### config.mk
export PLATFORM = sky130hd
export DESIGN_NAME = udp_rx_unloader
export DESIGN_NICKNAME = d
export VERILOG_FILES = /design/src/rtl/udp_pkg.sv /design/src/rtl/udp_sync_fifo.sv /design/src/rtl/udp_rx_unloader.sv
export SDC_FILE = /design/constraint.sdc
export NUM_CORES = 1
export LEC_CHECK = 0
export CAP_MARGIN = 0
export CORE_MARGIN = 10
export CORE_UTILIZATION = 50
export DETAILED_ROUTE_END_ITERATION = 10
export GPL_TIMING_DRIVEN = 0
export PLACE_DENSITY_LB_ADDON = 0.2
export SYNTH_ARGS = -nofsm -noshare
export SYNTH_HDL_FRONTEND = slang
export SYNTH_SLANG_ARGS = --single-unit
### constraint.sdc
create_clock -name clk -period 2.68 [get_ports clk]
set_clock_uncertainty 0.15 [all_clocks]
set_input_delay 0.402 -clock clk [delete_from_list [all_inputs] [get_ports clk]]
set_output_delay 0.402 -clock clk [all_outputs]
set_load 0.02 [all_outputs]
### src/rtl/udp_pkg.sv
// udp_pkg: shared UDP receive-path constants, FSM state encoding and length check
package udp_pkg;
  localparam int UDP_HDR_LEN     = 8;
  localparam int UDP_RAM_AW      = 11;
  localparam int UDP_MAX_PAYLOAD = 2048;
  typedef enum logic [1:0] {ST_IDLE = 2'd0, ST_READ = 2'd1, ST_DRAIN = 2'd2} udp_state_e;
  function automatic logic udp_len_ok(input logic [15:0] len);
    return len >= 16'(UDP_HDR_LEN + 1) && len <= 16'(UDP_MAX_PAYLOAD + UDP_HDR_LEN);
  endfunction
endpackage

### src/rtl/udp_sync_fifo.sv
// udp_sync_fifo: single-clock first-word-fall-through FIFO with synchronous clear
// ports: wr_en/wr_data push, rd_en pops rd_data (valid while !empty), count = occupancy
module udp_sync_fifo #(
  parameter int W     = 8,
  parameter int DEPTH = 3,
  localparam int AW   = DEPTH > 1 ? $clog2(DEPTH) : 1,
  localparam int CW   = $clog2(DEPTH + 1)
) (
  input  logic          clk,
  input  logic          rstn,
  input  logic          clr,
  input  logic          wr_en,
  input  logic [W-1:0]  wr_data,
  input  logic          rd_en,
  output logic [W-1:0]  rd_data,
  output logic [CW-1:0] count,
  output logic          empty
);
  logic [W-1:0] mem_q [DEPTH];
  logic [AW-1:0] wr_ptr_q, wr_ptr_d, rd_ptr_q, rd_ptr_d;
  logic [CW-1:0] count_q, count_d;
  logic wr, rd;
  function automatic logic [AW-1:0] nxt(input logic [AW-1:0] p);
    return p == AW'(DEPTH - 1) ? '0 : p + AW'(1);
  endfunction
  always_comb begin
    rd = rd_en && count_q != '0;
    wr = wr_en && (count_q != CW'(DEPTH) || rd);
    wr_ptr_d = clr ? '0 : wr ? nxt(wr_ptr_q) : wr_ptr_q;
    rd_ptr_d = clr ? '0 : rd ? nxt(rd_ptr_q) : rd_ptr_q;
    count_d = clr ? '0 : count_q + CW'(wr) - CW'(rd);
  end
  always_ff @(posedge clk) begin
    if (!rstn) begin
      wr_ptr_q <= '0;
      rd_ptr_q <= '0;
      count_q <= '0;
    end else begin
      wr_ptr_q <= wr_ptr_d;
      rd_ptr_q <= rd_ptr_d;
      count_q <= count_d;
    end
  end
  always_ff @(posedge clk) if (wr) mem_q[wr_ptr_q] <= wr_data;
  assign rd_data = mem_q[rd_ptr_q];
  assign count = count_q;
  assign empty = count_q == '0;
endmodule

### src/rtl/udp_rx_unloader.sv
// udp_rx_unloader: streams a received UDP payload from the receive RAM as a valid/ready byte stream
// ports: udp_rec_* from the receive stage and RAM read port; m_* payload stream with last marker;
//        m_len payload length of the current packet; busy while streaming; pkt_drop rejected-packet pulse
module udp_rx_unloader
  import udp_pkg::*;
#(
  parameter int RAM_LAT    = 1,
  parameter int FIFO_DEPTH = RAM_LAT + 2
) (
  input  logic                  clk,
  input  logic                  rstn,
  input  logic                  udp_rec_data_valid,
  input  logic [15:0]           udp_rec_data_length,
  output logic [UDP_RAM_AW-1:0] udp_rec_ram_read_addr,
  input  logic [7:0]            udp_rec_ram_rdata,
  output logic [7:0]            m_data,
  output logic                  m_valid,
  output logic                  m_last,
  input  logic                  m_ready,
  output logic [11:0]           m_len,
  output logic                  busy,
  output logic                  pkt_drop
);
  localparam int CW = $clog2(FIFO_DEPTH + 1);
  udp_state_e state_q, state_d;
  logic [11:0] m_len_q, m_len_d, rd_cnt_q, rd_cnt_d, beat_cnt_q, beat_cnt_d;
  logic [RAM_LAT-1:0] vld_q, vld_d;
  logic valid_d0_q, valid_d0_d, pkt_drop_q, pkt_drop_d;
  logic edge_e, accept, issue, xfer, fifo_empty;
  logic [7:0] fifo_dout;
  logic [CW-1:0] fifo_cnt;
  int infl;
  udp_sync_fifo #(.W(8), .DEPTH(FIFO_DEPTH)) u_fifo (
    .clk     (clk),
    .rstn    (rstn),
    .clr     (accept),
    .wr_en   (vld_q[RAM_LAT-1]),
    .wr_data (udp_rec_ram_rdata),
    .rd_en   (xfer),
    .rd_data (fifo_dout),
    .count   (fifo_cnt),
    .empty   (fifo_empty)
  );
  always_comb begin
    edge_e = udp_rec_data_valid && !valid_d0_q;
    accept = edge_e && state_q == ST_IDLE && udp_len_ok(udp_rec_data_length);
    m_valid = !fifo_empty;
    m_data = fifo_empty ? 8'h00 : fifo_dout;
    m_last = m_valid && beat_cnt_q == m_len_q - 12'd1;
    xfer = m_valid && m_ready;
    infl = 0;
    for (int i = 0; i < RAM_LAT; i++) infl += int'(vld_q[i]);
    // reads already in flight still need a FIFO slot when they land
    issue = state_q == ST_READ && rd_cnt_q < m_len_q && int'(fifo_cnt) + infl < FIFO_DEPTH;
    state_d = accept ? ST_READ
            : (state_q == ST_READ && rd_cnt_q == m_len_q) ? ST_DRAIN
            : (state_q == ST_DRAIN && xfer && m_last) ? ST_IDLE
            : state_q;
    m_len_d = accept ? udp_rec_data_length[11:0] - 12'(UDP_HDR_LEN) : m_len_q;
    rd_cnt_d = accept ? 12'd0 : issue ? rd_cnt_q + 12'd1 : rd_cnt_q;
    beat_cnt_d = accept ? 12'd0 : xfer ? beat_cnt_q + 12'd1 : beat_cnt_q;
    vld_d = RAM_LAT'({vld_q, issue});
    valid_d0_d = udp_rec_data_valid;
    pkt_drop_d = edge_e && !accept;
  end
  always_ff @(posedge clk) begin
    if (!rstn) begin
      state_q <= ST_IDLE;
      m_len_q <= '0;
      rd_cnt_q <= '0;
      beat_cnt_q <= '0;
      vld_q <= '0;
      valid_d0_q <= 1'b0;
      pkt_drop_q <= 1'b0;
    end else begin
      state_q <= state_d;
      m_len_q <= m_len_d;
      rd_cnt_q <= rd_cnt_d;
      beat_cnt_q <= beat_cnt_d;
      vld_q <= vld_d;
      valid_d0_q <= valid_d0_d;
      pkt_drop_q <= pkt_drop_d;
    end
  end
  // rd_cnt is 12 bits so a 2048-byte payload ends at address 2047 without wrapping
  assign udp_rec_ram_read_addr = rd_cnt_q[UDP_RAM_AW-1:0];
  assign m_len = m_len_q;
  assign busy = state_q != ST_IDLE;
  assign pkt_drop = pkt_drop_q;
endmodule

# Word level (Yosys, flattened, before mapping)
# Memory sizes are Yosys's and may differ from the RTL's. A register that Yosys moved wholly into a read port is not among the register bits.
# Cells that the tools add are included.
# word_totals
reg_bits,47
ram_bits,24
elab_cells,68
memories,1
# classes
addsub,9
order_cmp,4
n_eq_ne,7
muxes,10
n_bitwise,1
reduce_logical,25
# memory_table
name,words,word_bits,rd,rd_ports_with_merged_regs,wr,line_no,rtl
u_fifo.mem_q,3,8,1,1,1,udp_sync_fifo.sv:19,logic [W-1:0] mem_q [DEPTH];
# op_table
op,n
adder 12 x 1 -> 12 bit (second input constant),2
== test 12 bit,2
greater-or-equal comparator 16 x 4 -> 1 bit (second input constant),1
less-or-equal comparator 16 x 12 -> 1 bit (second input constant),1
logical AND 1 bit,14
< comparator 12 bit,1
two-way mux 2 bit,6
subtractor 12 x 1 -> 12 bit (second input constant),1
subtractor 12 x 4 -> 12 bit (second input constant),1
two-way mux 8 bit,1
== test 2 bit (second input constant),3
nonzero test 2 bit,3
adder 2 x 1 -> 2 bit (second input constant),2
logical NOT 2 bit,2
adder 2 x 1 -> 3 bit,1
logical NOT 1 bit,3
< comparator 3 x 2 -> 1 bit (second input constant),1
two-way mux 1 bit,3
nonzero test 3 bit,1
adder 2 x 1 -> 2 bit,1
== test 2 x 1 -> 1 bit (second input constant),1
inequality test 2 bit (second input constant),1
OR reduction 2 bit,1
subtractor 2 x 1 -> 2 bit,1
2 further kinds,2

# Logic depth before layout (Yosys ltp)
# depth
depth_word,8
ltp_mapped,10
depth_no_buf,10

# Modules after synthesis
# A second synthesis with hierarchy kept.
# unflattened
hier_cells,415
area_unflattened_um2,3937.5
# by_module_without_submodules
mod,n_inst,cells_each,area_per_inst_um2,seq_area_each_um2
udp_rx_unloader,1,324,2690.1,820.8
udp_sync_fifo,1,91,1247.4,880.8

# Worst setup path after synthesis
# OpenSTA, ideal clock, no wires.
# synth_path
path_type,flip-flop to output port
startpoint,"reg m_len_q[0], in the netlist m_len[0]"
endpoint,out m_last
arrival_time_ns,2.288
t_required_ns,2.128
slack_ns,-0.160
stages_incl_launch_ff,8
cell_sequence,dfxtp_1 -> inv_1 -> ha_1 -> or4b_4 -> or3_1 -> a21oi_1 -> a2bb2oi_1 -> nor3b_1
# synth_via
elab_chain_cells,3
# synth_rtl
item,line_no,rtl
"start, declared",udp_rx_unloader.sv:26,"logic [11:0] m_len_q, m_len_d, rd_cnt_q, rd_cnt_d, beat_cnt_q, beat_cnt_d;"
"start signal, assigned",udp_rx_unloader.sv:77,m_len_q <= m_len_d;
subtractor 12 x 1 -> 12 bit,udp_rx_unloader.sv:49,m_last = m_valid && beat_cnt_q == m_len_q - 12'd1;
== test 12 bit,udp_rx_unloader.sv:49,
logical AND 1 bit,udp_rx_unloader.sv:49,
"end, declared",udp_rx_unloader.sv:18,"output logic m_last,"
# No other way between the ends.

# Worst setup path in the final report
# layout_path
startpoint,"reg m_len_q[5], in the netlist m_len[5]"
endpoint,out m_last
# Same word-level chain as after synthesis.

==> flow_metrics.env <==
export IMPL_status="finished with violations"
export IMPL_failed_checks="setup timing"
export IMPL_routedWlPerCell_um=15.8
export IMPL_netSwitchingFraction_pct=25.5
export IMPL_worst_ep_arrival_time_ns=2.40
export IMPL_multiplexer_share_of_the_synthesized_area_pct=3.27
export IMPL_hold_viol_final=0
export IMPL_timing_critical_path_from_type="flop"
export IMPL_detailedRoute_firstPassIterationCount=4
export IMPL_critical_path_max_stage_delay_ns=0.52
export IMPL_crit_path_top_delay_cell="or4_4"
export IMPL_grt_first_pass_wirelength_um=15500
export IMPL_area_growth_synth_to_final_pct=28.0
export IMPL_ys_warnings_count=0
export IMPL_place_hpwl_um=6970
export IMPL_core_area_sq_um=7770
export IMPL_antenna_left=0
export IMPL_route_vias_total=3308
export IMPL_synth_cells=422
export IMPL_synth_avg_cell_area_sq_um=9.52
export IMPL_setup_ws_ns=-0.272
export IMPL_seqPwrFrac_pct=50.6
export IMPL_synth_xor_xnor_area_share_pct=8.94
export IMPL_timing_critical_path_to_type="output port"
export IMPL_grt_start_max_net_pins=14
export IMPL_cell_count_after_placement=586
export IMPL_fp_dieArea_sq_um=12000
export IMPL_achievable_frequency_ghz=0.339
export IMPL_layout_min_cycle_time_ns=2.95
export IMPL_r2r_start="u_fifo.count[0]"
export IMPL_ys_dominant_reg_cell="dfxtp_1"
export IMPL_cts_made_buffers=9
export IMPL_asyncSetResetFlopFracSynth_pct=0
export IMPL_vias_per_cell=5.47
export IMPL_postCtsHoldBufs=0
export IMPL_antenna_cells=0
export IMPL_hold_slack_ns=0.271
export IMPL_synth_cell_area_sq_um=4020
export IMPL_worst_hold_path_num_cells=1
export IMPL_finalSetupTns_ns=-0.272
export IMPL_gr_total_overflow=0
export IMPL_crit_end="m_last"
export IMPL_layout_area_seq_sq_um=1720
export IMPL_worstPathCellList="or3_4, or4_4, o2111a_2, nor3_2, nor3b_2, buf_4"
export IMPL_p_leak_nw=1.99
export IMPL_hold_class="flop to flop"
export IMPL_power_share_combinational_pct=13.6
export IMPL_tritoncts="built"
export IMPL_drt_total_wl_um=9550
export IMPL_report_final_slew_viol_count=0
export IMPL_globalRouteTotalUtil_pct=16.2
export IMPL_post_route_period_util_pct=110
export IMPL_htree_levels=3
export IMPL_clock_root_buffer="clkbuf_8"
export IMPL_start_util_pct=51.7
export IMPL_reg2reg_setup_slack_ns=0.11
export IMPL_rsz0062_at_grt="true"
export IMPL_syn_nets=470
export IMPL_remaining_drcs=0
export IMPL_worst_slew_pin_tran_ns=1.22
export IMPL_yosys_cell_types_count=59
export IMPL_yosys_register_bits=73
export IMPL_gp_routability_congestion=0.876
export IMPL_synth_edf_count=24
export IMPL_cap_violations=0
export IMPL_number_of_buffer_cells_added_on_primary_ports=62
export IMPL_power_density_cell_area_nw_per_um2=454
export IMPL_power_ir_vdd_worst_uv=205
export IMPL_via_count_of_the_first_global_routing_pass=3288
export IMPL_insertion_delay_of_the_later_clocked_pin_in_the_worst_skew_pair_ns=0.35
export IMPL_finish_instance_area_sq_um=5140
export IMPL_critical_path_startpoint="m_len[5]"
export IMPL_main_combinational_cell_family_by_area_after_synthesis="simple AND/OR/NAND/NOR gates"
export IMPL_clock_sinks=73
export IMPL_power_internal_w=0.00174
export IMPL_synth_seq_area_share_pct=42.4
export IMPL_final_standard_cell_count_with_taps_included_and_fillers_excluded=605
export IMPL_p_sw_w=0.000596
export IMPL_required_ns=2.13
export IMPL_grt_antenna_before_repair=0
export IMPL_clkTransAtPathRegs_ns=0.08
export IMPL_top_level_ports=63
export IMPL_fp_dieW_um=110
export IMPL_finish_net_count=546
export IMPL_rr_endpoint="rd_cnt_q[4]"
export IMPL_instance_area_at_placement_sq_um=4770
export IMPL_criticalPathCategory="flop to output port"
export IMPL_synth_simple_gate_area_share_pct=22.1
export IMPL_slew_headroom_pct=17.8
export IMPL_clock_power_share_pct=35.8
export IMPL_reg2regPathDepth=9
export IMPL_clk_path_buf_depth=2
export IMPL_num_fill_cells=623
export IMPL_drive_gt1_share_pct=17.1
export IMPL_core_rowCount=32
export IMPL_final_setup_viol_count=1
export IMPL_critical_path_peak_fanout=8
export IMPL_multiInputGateArea_sq_um=2180
export IMPL_die_y_um=110
export IMPL_synth_compound_area_share_pct=10.6
export IMPL_synth_adder_area_share_pct=6.23
export IMPL_detailedRoute_firstIterationViolations=205
[area by class of cell]
| type | instances | share of cell area (%) |
|---|---|---|
| tap | 102 | 2.48 |
| clock inverter | 5 | 1.14 |
| inverter | 26 | 2.00 |
| timing repair buffer | 69 | 13.0 |
| multi-input combinational | 296 | 42.4 |
| clock buffer | 11 | 2.55 |
| sequential | 73 | 33.5 |
| buffer | 23 | 2.99 |
[metrics by stage]
| step | worst slack, ns | util, % | total power [W] |
|---|---|---|---|
| after CTS | -0.244 | 65.5 | 0.00234 |
| after detailed placement | -0.533 | 61.4 | 0.00151 |
| after floorplan | 0.0375 | - | 0.00137 |
| final | -0.272 | 66.2 | 0.00234 |
| after global routing | -0.350 | 66.2 | 0.00242 |
| after global placement | -0.522 | 61.4 | 0.00150 |
[kinds of logic after synthesis]
kind of cell	Yosys count
AND/OR/NAND/NOR	161
flip-flops	73
AO/OA/AOI/OAI	61
buffers and inverters	53
XOR/XNOR	41
adder cells (fa/ha/maj)	20
multiplexers	13
[critical path: cells and delay by family (launching register included)]
kind / cells / cell delay (ns)
simple gates: 4 / 1.19
flops: 1 / 0.38
compound gates: 1 / 0.32
buf+inv: 1 / 0.16
[how the worst min path moves through the flow]
stage                from        to  slack, ns
3_5_place_dp   valid_d0_q  pkt_drop       0.26
2_1_floorplan  valid_d0_q  pkt_drop       0.24
5_1_grt        valid_d0_q  pkt_drop       0.30
3_3_place_gp   valid_d0_q  pkt_drop       0.26
6_report       valid_d0_q  pkt_drop       0.27
4_1_cts        valid_d0_q  pkt_drop       0.27
[cell usage after synthesis, drive strengths merged, types with 2 or more instances]
cell type / instances / share of area [%]
nor2: 52 / 4.9
dfxtp: 49 / 24
xnor2: 31 / 6.8
inv: 25 / 2.3
nand2: 25 / 2.3
edfxtp: 24 / 18
a21oi: 23 / 2.9
ha: 20 / 6.2
buf: 17 / 3.1
nor4: 15 / 3.5
mux2i: 12 / 3.0
clkbuf: 10 / 0.97
nor3: 10 / 1.2
o21ai: 10 / 1.2
xor2: 10 / 2.2
nand4: 8 / 1.2
o211a: 8 / 2.0
nand3: 7 / 0.87
and3: 6 / 0.93
or3: 6 / 1.1
nand2b: 5 / 0.78
nor2b: 5 / 0.78
nor3b: 5 / 0.93
o31ai: 4 / 0.75
and2: 3 / 0.47
nor4b: 3 / 0.65
a221oi: 2 / 0.59
nand3b: 2 / 0.37
o21a: 2 / 0.37
o221ai: 2 / 0.59
or2: 2 / 0.31
or4: 2 / 0.47
or4b: 2 / 0.59
[power by group through the flow]
stage | clock network [W] | registers, W | logic [W]
3_5_place_dp | 0 | 0.00120 | 0.000310
5_1_grt | 0.000893 | 0.00118 | 0.000345
2_1_floorplan | 0 | 0.00120 | 0.000173
6_report | 0.000837 | 0.00118 | 0.000317
3_3_place_gp | 0 | 0.00120 | 0.000303
4_1_cts | 0.000846 | 0.00118 | 0.000317
[what timing repair did]
item,CTS,global route
gates resized for setup,24,24
setup endpoints to repair,20,30
hold endpoints to repair,0,0
pin swaps,3,10
buffers inserted,11,0
cloned,0,1
[metal layers]
metal / vias up / wire, um / GRT usage (%)
met4: 0 / 159 / 6.13
met1: 1574 / 4160 / 19.1
met2: 81 / 4670 / 27.5
li1: 1637 / - / -
met5: - / 0 / 0
met3: 16 / 567 / 4.51
[cells in the final DEF (no fill, tap or decap), drive strengths merged, types with 12 or more instances in the layout]
master	synthesis	final
a21oi	23	23
clkdlybuf4s50	0	61
mux2i	12	12
dfxtp	49	49
clkbuf	10	17
xnor2	31	31
nor4	15	15
nand2	25	25
inv	25	25
buf	17	25
nor2	52	52
edfxtp	24	24
ha	20	20
[flip-flops by register name (all words and copies together), names as in the netlist, named ones only]
signal           flops
rd_cnt_q            12
vld_q                1
pkt_drop             1
m_len               12
u_fifo.count         2
u_fifo.mem_q        24
state_q              2
u_fifo.wr_ptr_q      2
beat_cnt_q          12
u_fifo.rd_ptr_q      2
valid_d0_q           1
No activity file was read; power rests on OpenSTA's default activity.
